`config.mk`:
```
export PLATFORM = sky130hd
export DESIGN_NAME = load_store_unit_flat
export DESIGN_NICKNAME = d
export VERILOG_FILES = /design/src/rtl/load_store_unit_if.sv /design/src/rtl/load_store_unit.sv /design/src/flat_wrapper.sv
export SDC_FILE = /design/constraint.sdc
export NUM_CORES = 1
export LEC_CHECK = 0
export ABC_AREA = 1
export BUFFER_PORTS_ARGS = -buffer_cell sky130_fd_sc_hd__clkbuf_2
export CORE_ASPECT_RATIO = 1.1
export CORE_UTILIZATION = 53
export CTS_BUF_LIST = sky130_fd_sc_hd__clkbuf_16
export CTS_CLUSTER_DIAMETER = 120
export CTS_CLUSTER_SIZE = 10
export DETAILED_ROUTE_END_ITERATION = 8
export MAX_ROUTING_LAYER = met4
export PLACE_DENSITY = 0.95
export RECOVER_POWER = 25
export REMOVE_ABC_BUFFERS = 1
export SLEW_MARGIN = 30
export SYNTH_ARGS = -nofsm -noshare
export SYNTH_HDL_FRONTEND = slang
export SYNTH_SLANG_ARGS = --single-unit
```
`constraint.sdc`:
```
create_clock -name clk -period 4.1 [get_ports clk]
set_input_delay 0.41 -clock clk [delete_from_list [all_inputs] [get_ports clk]]
set_output_delay 0.41 -clock clk [all_outputs]
set_load 0.05 [all_outputs]
```
`src/rtl/load_store_unit_if.sv`:
```
// Data-memory bus between the load/store unit (master) and the memory (slave).
interface load_store_unit_if;
    logic        mem_req;
    logic        mem_we;
    logic [31:0] mem_addr;
    logic [3:0]  mem_be;
    logic [31:0] mem_wdata;
    logic        mem_ack;
    logic [31:0] mem_rdata;

    modport master (
        output mem_req, mem_we, mem_addr, mem_be, mem_wdata,
        input  mem_ack, mem_rdata
    );

    modport slave (
        input  mem_req, mem_we, mem_addr, mem_be, mem_wdata,
        output mem_ack, mem_rdata
    );
endinterface

```
`src/rtl/load_store_unit.sv`:
```
// Memory-access stage: one req/ack data-memory transaction per accepted op, with byte-lane
// alignment, load extension, misalignment/illegal-op detection and a bounded wait for ack.
module load_store_unit #(
    parameter int TIMEOUT_CYCLES = 255
) (
    input  logic                      clk,
    input  logic                      rst,
    input  logic                      req_valid_i,
    input  logic                      is_load_i,
    input  logic                      is_store_i,
    input  logic [2:0]                funct3_i,
    input  logic [31:0]               addr_i,
    input  logic [31:0]               store_data_i,
    input  logic [4:0]                rd_i,
    output logic                      req_ready_o,
    output logic                      stall_o,
    load_store_unit_if.master         mem,
    output logic                      wb_valid_o,
    output logic [4:0]                wb_rd_o,
    output logic [31:0]               wb_data_o,
    output logic                      store_done_o,
    output logic                      err_o
);
    localparam logic [0:0] IDLE   = 1'b0;
    localparam logic [0:0] ACCESS = 1'b1;
    localparam logic [7:0] LAST_WAIT = 8'(TIMEOUT_CYCLES - 1);

    logic [0:0]  state_q, state_d;
    logic        memReq_q, memReq_d;
    logic        memWe_q, memWe_d;
    logic [31:0] memAddr_q, memAddr_d;
    logic [3:0]  memBe_q, memBe_d;
    logic [31:0] memWdata_q, memWdata_d;
    logic        isLoad_q, isLoad_d;
    logic [2:0]  funct3_q, funct3_d;
    logic [1:0]  byteOff_q, byteOff_d;
    logic [4:0]  rd_q, rd_d;
    logic [7:0]  timeout_q, timeout_d;
    logic        wbValid_q, wbValid_d;
    logic [4:0]  wbRd_q, wbRd_d;
    logic [31:0] wbData_q, wbData_d;
    logic        storeDone_q, storeDone_d;
    logic        err_q, err_d;

    logic        accept;
    logic        legalOp;
    logic        misaligned;
    logic [3:0]  laneBe;
    logic [31:0] laneWdata;
    logic [31:0] lane;
    logic [31:0] loadResult;

    assign accept = (state_q == IDLE) && req_valid_i && (is_load_i || is_store_i);

    always_comb begin
        legalOp    = 1'b0;
        misaligned = 1'b0;
        laneBe     = 4'b1111;
        laneWdata  = store_data_i;
        case (funct3_i)
            3'b000, 3'b001, 3'b010: legalOp = 1'b1;
            3'b100, 3'b101:         legalOp = is_load_i;
            default:                legalOp = 1'b0;
        endcase
        case (funct3_i[1:0])
            2'b00: begin
                laneBe    = 4'b0001 << addr_i[1:0];
                laneWdata = {4{store_data_i[7:0]}};
            end
            2'b01: begin
                misaligned = addr_i[0];
                laneBe     = addr_i[1] ? 4'b1100 : 4'b0011;
                laneWdata  = {2{store_data_i[15:0]}};
            end
            default: misaligned = (addr_i[1:0] != 2'b00);
        endcase
    end

    // Shift the addressed byte/halfword down to bit 0 before extension.
    assign lane = mem.mem_rdata >> {byteOff_q, 3'b000};

    always_comb begin
        case (funct3_q)
            3'b000:  loadResult = {{24{lane[7]}}, lane[7:0]};
            3'b100:  loadResult = {24'd0, lane[7:0]};
            3'b001:  loadResult = {{16{lane[15]}}, lane[15:0]};
            3'b101:  loadResult = {16'd0, lane[15:0]};
            default: loadResult = lane;
        endcase
    end

    always_comb begin
        state_d     = state_q;
        memReq_d    = memReq_q;
        memWe_d     = memWe_q;
        memAddr_d   = memAddr_q;
        memBe_d     = memBe_q;
        memWdata_d  = memWdata_q;
        isLoad_d    = isLoad_q;
        funct3_d    = funct3_q;
        byteOff_d   = byteOff_q;
        rd_d        = rd_q;
        timeout_d   = timeout_q;
        wbValid_d   = 1'b0;
        wbRd_d      = wbRd_q;
        wbData_d    = wbData_q;
        storeDone_d = 1'b0;
        err_d       = 1'b0;
        case (state_q)
            IDLE: begin
                if (accept) begin
                    if (!legalOp || misaligned) begin
                        err_d = 1'b1;
                    end else begin
                        state_d    = ACCESS;
                        memReq_d   = 1'b1;
                        memWe_d    = is_store_i;
                        memAddr_d  = {addr_i[31:2], 2'b00};
                        memBe_d    = laneBe;
                        memWdata_d = laneWdata;
                        isLoad_d   = is_load_i;
                        funct3_d   = funct3_i;
                        byteOff_d  = addr_i[1:0];
                        rd_d       = rd_i;
                        timeout_d  = 8'd0;
                    end
                end
            end
            default: begin
                // An ack on the final permitted cycle still counts as a normal completion.
                if (mem.mem_ack) begin
                    state_d  = IDLE;
                    memReq_d = 1'b0;
                    if (isLoad_q) begin
                        wbValid_d = 1'b1;
                        wbRd_d    = rd_q;
                        wbData_d  = loadResult;
                    end else begin
                        storeDone_d = 1'b1;
                    end
                end else if (timeout_q == LAST_WAIT) begin
                    state_d  = IDLE;
                    memReq_d = 1'b0;
                    err_d    = 1'b1;
                end else begin
                    timeout_d = timeout_q + 8'd1;
                end
            end
        endcase
    end

    always_ff @(posedge clk) begin
        if (rst) begin
            state_q     <= IDLE;
            memReq_q    <= 1'b0;
            memWe_q     <= 1'b0;
            memAddr_q   <= 32'd0;
            memBe_q     <= 4'd0;
            memWdata_q  <= 32'd0;
            isLoad_q    <= 1'b0;
            funct3_q    <= 3'd0;
            byteOff_q   <= 2'd0;
            rd_q        <= 5'd0;
            timeout_q   <= 8'd0;
            wbValid_q   <= 1'b0;
            wbRd_q      <= 5'd0;
            wbData_q    <= 32'd0;
            storeDone_q <= 1'b0;
            err_q       <= 1'b0;
        end else begin
            state_q     <= state_d;
            memReq_q    <= memReq_d;
            memWe_q     <= memWe_d;
            memAddr_q   <= memAddr_d;
            memBe_q     <= memBe_d;
            memWdata_q  <= memWdata_d;
            isLoad_q    <= isLoad_d;
            funct3_q    <= funct3_d;
            byteOff_q   <= byteOff_d;
            rd_q        <= rd_d;
            timeout_q   <= timeout_d;
            wbValid_q   <= wbValid_d;
            wbRd_q      <= wbRd_d;
            wbData_q    <= wbData_d;
            storeDone_q <= storeDone_d;
            err_q       <= err_d;
        end
    end

    assign req_ready_o   = (state_q == IDLE);
    assign stall_o       = ~req_ready_o;
    assign mem.mem_req   = memReq_q;
    assign mem.mem_we    = memWe_q;
    assign mem.mem_addr  = memAddr_q;
    assign mem.mem_be    = memBe_q;
    assign mem.mem_wdata = memWdata_q;
    assign wb_valid_o    = wbValid_q;
    assign wb_rd_o       = wbRd_q;
    assign wb_data_o     = wbData_q;
    assign store_done_o  = storeDone_q;
    assign err_o         = err_q;
endmodule

```
`src/flat_wrapper.sv`:
```
// flat-port wrapper written by rule: the top's interface ports become plain ports
module load_store_unit_flat 
#(
    parameter int TIMEOUT_CYCLES = 255
)
  (clk, rst, req_valid_i, is_load_i, is_store_i, funct3_i, addr_i, store_data_i, rd_i, req_ready_o, stall_o, wb_valid_o, wb_rd_o, wb_data_o, store_done_o, err_o, mem_mem_req, mem_mem_we, mem_mem_addr, mem_mem_be, mem_mem_wdata, mem_mem_ack, mem_mem_rdata);
  load_store_unit_if mem_i ();
  input  logic clk;
  input  logic rst;
  input  logic req_valid_i;
  input  logic is_load_i;
  input  logic is_store_i;
  input  logic [2:0] funct3_i;
  input  logic [31:0] addr_i;
  input  logic [31:0] store_data_i;
  input  logic [4:0] rd_i;
  output logic req_ready_o;
  output logic stall_o;
  output logic wb_valid_o;
  output logic [4:0] wb_rd_o;
  output logic [31:0] wb_data_o;
  output logic store_done_o;
  output logic err_o;
  output wire logic [$bits(mem_i.mem_req)-1:0] mem_mem_req;
  output wire logic [$bits(mem_i.mem_we)-1:0] mem_mem_we;
  output wire logic [$bits(mem_i.mem_addr)-1:0] mem_mem_addr;
  output wire logic [$bits(mem_i.mem_be)-1:0] mem_mem_be;
  output wire logic [$bits(mem_i.mem_wdata)-1:0] mem_mem_wdata;
  input wire logic [$bits(mem_i.mem_ack)-1:0] mem_mem_ack;
  input wire logic [$bits(mem_i.mem_rdata)-1:0] mem_mem_rdata;
  assign mem_mem_req = mem_i.mem_req;
  assign mem_mem_we = mem_i.mem_we;
  assign mem_mem_addr = mem_i.mem_addr;
  assign mem_mem_be = mem_i.mem_be;
  assign mem_mem_wdata = mem_i.mem_wdata;
  assign mem_i.mem_ack = mem_mem_ack;
  assign mem_i.mem_rdata = mem_mem_rdata;
  load_store_unit #(.TIMEOUT_CYCLES(TIMEOUT_CYCLES)) u_core (.clk(clk), .rst(rst), .req_valid_i(req_valid_i), .is_load_i(is_load_i), .is_store_i(is_store_i), .funct3_i(funct3_i), .addr_i(addr_i), .store_data_i(store_data_i), .rd_i(rd_i), .req_ready_o(req_ready_o), .stall_o(stall_o), .mem(mem_i), .wb_valid_o(wb_valid_o), .wb_rd_o(wb_rd_o), .wb_data_o(wb_data_o), .store_done_o(store_done_o), .err_o(err_o));
endmodule
```
## Yosys cells after proc, flatten, opt, wreduce, memory -nomap -nowiden

Index checks and enable logic that the tools add are counted.

- Add/sub/neg operators: 1
- Eq/ne operators: 13
- Shift operators: 2
- Mux-type cells: 28
- Bitwise gates (word level): 3
- Reduce and logical (&&, ||, !) cells: 17

Operator list:

| operator | count |
|---|---|
| 32-bit case mux with 4 select lines | 1 |
| 32-bit case mux with 2 select lines | 1 |
| 8-bit 2-to-1 mux | 5 |
| 32-bit by 5-bit right shift with 32-bit output | 1 |
| 1-bit 2-to-1 mux | 17 |
| 3-bit equality test, second input constant | 4 |
| 3-bit AND reduction | 3 |
| 8-bit by 1-bit adder with 8-bit output, second input constant | 1 |
| 8-bit equality test, second input constant | 1 |
| 4-bit case mux with 2 select lines | 1 |
| 3-bit by 1-bit equality test with 1-bit output, second input constant | 2 |
| 3-bit logical NOT | 2 |
| 3-bit OR reduction | 2 |
| 4-bit 2-to-1 mux | 1 |
| 2-bit != test, second input constant | 2 |
| 1-bit case mux with 2 select lines | 2 |
| 4-bit AND reduction | 1 |
| 2-bit nonzero test | 2 |
| 1-bit by 2-bit left shift with 4-bit output, first input constant | 1 |
| 3-bit by 2-bit equality test with 1-bit output, second input constant | 1 |
| 3-bit != test, second input constant | 1 |
| 1-bit inverter | 3 |
| 2-bit by 1-bit equality test with 1-bit output, second input constant | 1 |
| 1-bit logical AND | 2 |
| other kinds (5) | 6 |

- Flip-flop bits (word level): 128
- Input port bits: 110
- Output and inout bits: 112
- Logic and storage cells: 80

## Longest topological paths before layout

- Depth after elaboration: 8
- Mapped depth: 11
- Mapped depth without buffers: 9

## Least setup slack after synthesis

OpenSTA, ideal clock, no wires.

- Path kind: register to register
- Start: register u_core.state_q (netlist: u_core.stall_o)
- End: register u_core.wbData_q[0] (netlist: u_core.wb_data_o[0])
- Library setup time: 117 ps
- Arrival time: 1739 ps
- Required time: 3983 ps
- Slack: 2244 ps
- Stages on the path, launching flop included: 9
- Path buffers: 1
- Clock period less this slack: 1856 ps
- Cells stage by stage: dfxtp_1 -> nand2_1 -> nor2_1 -> clkinv_1 -> clkbuf_1 -> a21oi_1 -> o21ai_0 -> o211ai_1 -> inv_1

- Word-level cells in the longest chain between the ends: 1

Ends and longest elaborated chain:

| item | RTL line | text |
|---|---|---|
| start, declared | load_store_unit.sv:28 | `logic [0:0] state_q, state_d;` |
| start signal, assigned | load_store_unit.sv:171 | `state_q <= state_d;` |
| 3-bit AND reduction (no source line) | n/a |  |
| end signal, assigned | load_store_unit.sv:184 | `wbData_q <= wbData_d;` |
| end, declared | load_store_unit.sv:41 | `logic [31:0] wbData_q, wbData_d;` |

No other way between the ends.
A chain may end at the register's enable or synchronous reset.

## Final worst setup path

- Start: input rst
- End: register u_core.memBe_q[0] (netlist: u_core.mem.mem_be[0])

RTL lines:

| item | RTL line | text |
|---|---|---|
| start, declared | flat_wrapper.sv:9 | `input logic rst;` |
| end signal, assigned | load_store_unit.sv:175 | `memBe_q <= memBe_d;` |
| end, declared | load_store_unit.sv:32 | `logic [3:0] memBe_q, memBe_d;` |

No word-level cell between the ends.

==> results.md <==
* Worst setup SP type: primary input
* Iteration-0 DRC count of the detailed router at around 360
* Switching part of the total at 0.2861
* #FFs+latches synth at 128
* Max Cap Viol at 1
* Status: finished with violations
* Total power at 3.113 mW
* Clock Skews at 0.005990 ns
* DRC viols at 0
* IO Port Bufs at about 220
* Initial antenna violation count at 0
* Fin. Hold Viols at 0
* Placed Instances at between 1000 and 1500
* Worst slew margin at -1.417
* P_leak at approximately 3.4 nW
* Synth unique cells at 26
* Internal power at ~2.2 mW
* Vias in the first global route at 5627
* WP data arrival at 3.23 ns
* Setup Viol. Count Final at 0
* Post-Synth Adder-Cell Area at 0.004351
* Placement row count at 39
* Power per cell area at 427.3 mW/mm^2
* Max VDD drop at 0.0003047 V
* Final #Nets at 1127
* Tmin final at 3.133 ns
* RSZ-0062 raised after global routing: false
* Critical path required time at 4.20 ns
* Die area at between 0.01 and 0.015 sq mm
* Area growth, synth to finish at 26.65%
* Die span in x at 101.3 um
* Vias at 6220
* Worst-Margin Slew at 3.625 ns
* Cts hold-fix bufs at 0
* Post-Syn Instances at slightly above 800
* DPL Wire Length at 11320 um
* NetSw at 890.5 uW
* Classification of the worst-slack hold path: primary input to flip-flop
* RePlAce Congestion at 0.9021
* Combinational Power Share at 0.137
* Post-Place Cell Area at 0.006810 sq mm
* Largest family of logic cells by synthesized area: simple AND/OR/NAND/NOR gates
* Layout cells sized above 1 at 0.2072
* First-pass GRT wire length at roughly 25000 um
* Most common cell after layout, fill and taps aside: nand2_1
* Setup TNS at 0 ns
* Mux cell area share after synthesis at 0
* Failing checks: max-capacitance violations, max-slew violations
* Tcrit/Tclk final at 0.7642
* DRT antenna net count at 0
* Synth Area in Compound Gates at 0.2088
* Clock-pin slew on the worst setup and hold paths at 0.06 ns
* Layout Cells excl Fill at 1171
* Register share of total power at 0.419
* CTS buffer count at 17
* Critical Path Most Common Cell: clkbuf_1
* Most frequent cells in the layout: nand2_1 (268), clkbuf_2 (161), dfxtp_1 (128)
* TritonCTS clock tree: yes
* CTS resizes at 0
* R2R Setup Slk at between 1.5 and 2 ns
* Slowest cell on crit path: clkbuf_1
* DR WL/cell at 13.88 um
* H-tree depth at 4
* Slack of the critical path at between 0.9 and 1 ns
* Die height at 111.3 um
* Clock sinks at 128
* Clk pwr share at 0.444
* Drt pass-1 iters at 5
* CP Cell Sequence: clkbuf_1 -> clkbuf_1 -> a21oi_1
* Yosys warnings at 0
* Register area share after synthesis at 0.4455
* GR Overflow Total at 0
* Setup CP Type: primary input to flip-flop
* CTS Root Cell: clkbuf_16
* Crit-path max cell delay at 2.57 ns
* WL final at 16260 um
* Max Root-Sink Buffers at 2
* CP Capture Type: flip-flop
* Worst slack, placed at 1.418 ns
* Mapped cell area at 0.005752 sq mm
* Fin area at 0.007284 sq mm
* Clock Latency Late Sink at 0.40 ns
* Synth Area in XOR/XNOR at 0.004568
* Core footprint at 0.01049 sq mm
* Syn avg cell area at 7.006 sq um
* Fmax at 319.1 MHz
* IO Count at 222
* Fill count at between 900 and 1000
* Antenna cells at 0
* GRT Util Overall at 0.2949
* Via/cell ratio at 5.312
* Initial Util at 0.5482
* Slew Limit Fails at 85
* Crit path max fanout at 84
* Post-CTS setup buffers at 0
* Synth Area in Simple Gates at 0.2504
* Largest net degree at the start of global routing at 91
[critical path, delay by kind of cell]
| kind | cells | cell delay (ns) |
|---|---|---|
| buf+inv | 2 | 2.69 |
| compound gates | 1 | 0.12 |
[metal layers]
metal | global-route usage | routed length (um) | up-vias
met5 | - | 0 | -
met4 | 0.1546 | 535 | 0
met3 | 0.06620 | 1190 | 51
met2 | 0.4812 | 8007 | 301
met1 | 0.3336 | 6524 | 2816
li1 | - | - | 3052
[kinds of logic after synthesis]
| kind of cell | after synthesis |
|---|---|
| buffers and inverters | 110 |
| xor gates and xnor gates | 3 |
| AOI/OAI and AO/OA | 220 |
| and+or+nand+nor | 357 |
| DFF | 128 |
| other | 1 |
| adders and majority gates | 2 |
[power by group through the flow]
stage / clock network, mW / registers, mW / logic (mW)
after floorplan: 0 / 1.44 / 0.154
after global placement: 0 / 1.33 / 0.423
after detailed placement: 0 / 1.33 / 0.428
after CTS: 1.40 / 1.30 / 0.429
after global routing: 1.47 / 1.31 / 0.461
final: 1.38 / 1.30 / 0.427
[final cells by class]
cell class / count / area (sq um) / share of cell area
clock buffers: 17 / 425.4 / 0.05840
clock inverters: 15 / 122.6 / 0.01683
repair buffers: 225 / 1065 / 0.1462
inverters: 59 / 225.2 / 0.03092
well taps: 143 / 178.9 / 0.02456
flip-flops and latches: 128 / 2562 / 0.3518
multi-input cells: 584 / 2705 / 0.3713
[worst paths after layout]
path	from	endpoint	depth (start not counted)
max reg2reg	u_core.stall_o$_SDFF_PP0_	u_core.wb_data_o[4]$_SDFFE_PP0P_	8
max	rst	u_core.mem.mem_be[0]$_SDFFE_PP0P_	3
min	addr_i[12]	u_core.mem.mem_addr[12]$_SDFFE_PP0P_	3
min reg2reg	u_core.isLoad_q$_SDFFE_PP0P_	u_core.store_done_o$_SDFF_PP0_	1
[metrics by stage]
stage            util  hold WS (ns)
3_5_place_dp   0.6491        0.4256
3_3_place_gp   0.6488        0.4095
5_1_grt        0.6943        0.2166
2_1_floorplan       -        0.3981
4_1_cts        0.7014        0.2150
6_report       0.6943        0.2249
[flip-flops by register name, indices dropped and copies added, names as in the netlist, 2 cells and up]
signal and count:
u_core.wb_rd_o 5, u_core.wb_data_o 32, u_core.mem.mem_addr 30, u_core.byteOff_q 2
u_core.mem.mem_be 4, u_core.timeout_q 8, u_core.rd_q 5, u_core.mem.mem_wdata 32
u_core.funct3_q 3
[cells in the mapped netlist, drive strengths merged]
cell,count,share of area
nand2,270,0.18
dfxtp,128,0.45
a21oi,113,0.098
o21ai,67,0.058
inv,57,0.037
nand3,42,0.039
nor2,33,0.022
buf,26,0.031
clkbuf,25,0.016
o211ai,17,0.022
o21bai,10,0.013
or2,8,0.0087
a21o,7,0.0091
o21a,6,0.0078
nor3,4,0.0035
clkinv,2,0.0013
ha,2,0.0043
xnor2,2,0.0030
conb,1,0.00065
xor2,1,0.0015
No activity file was read; power rests on OpenSTA's default activity.
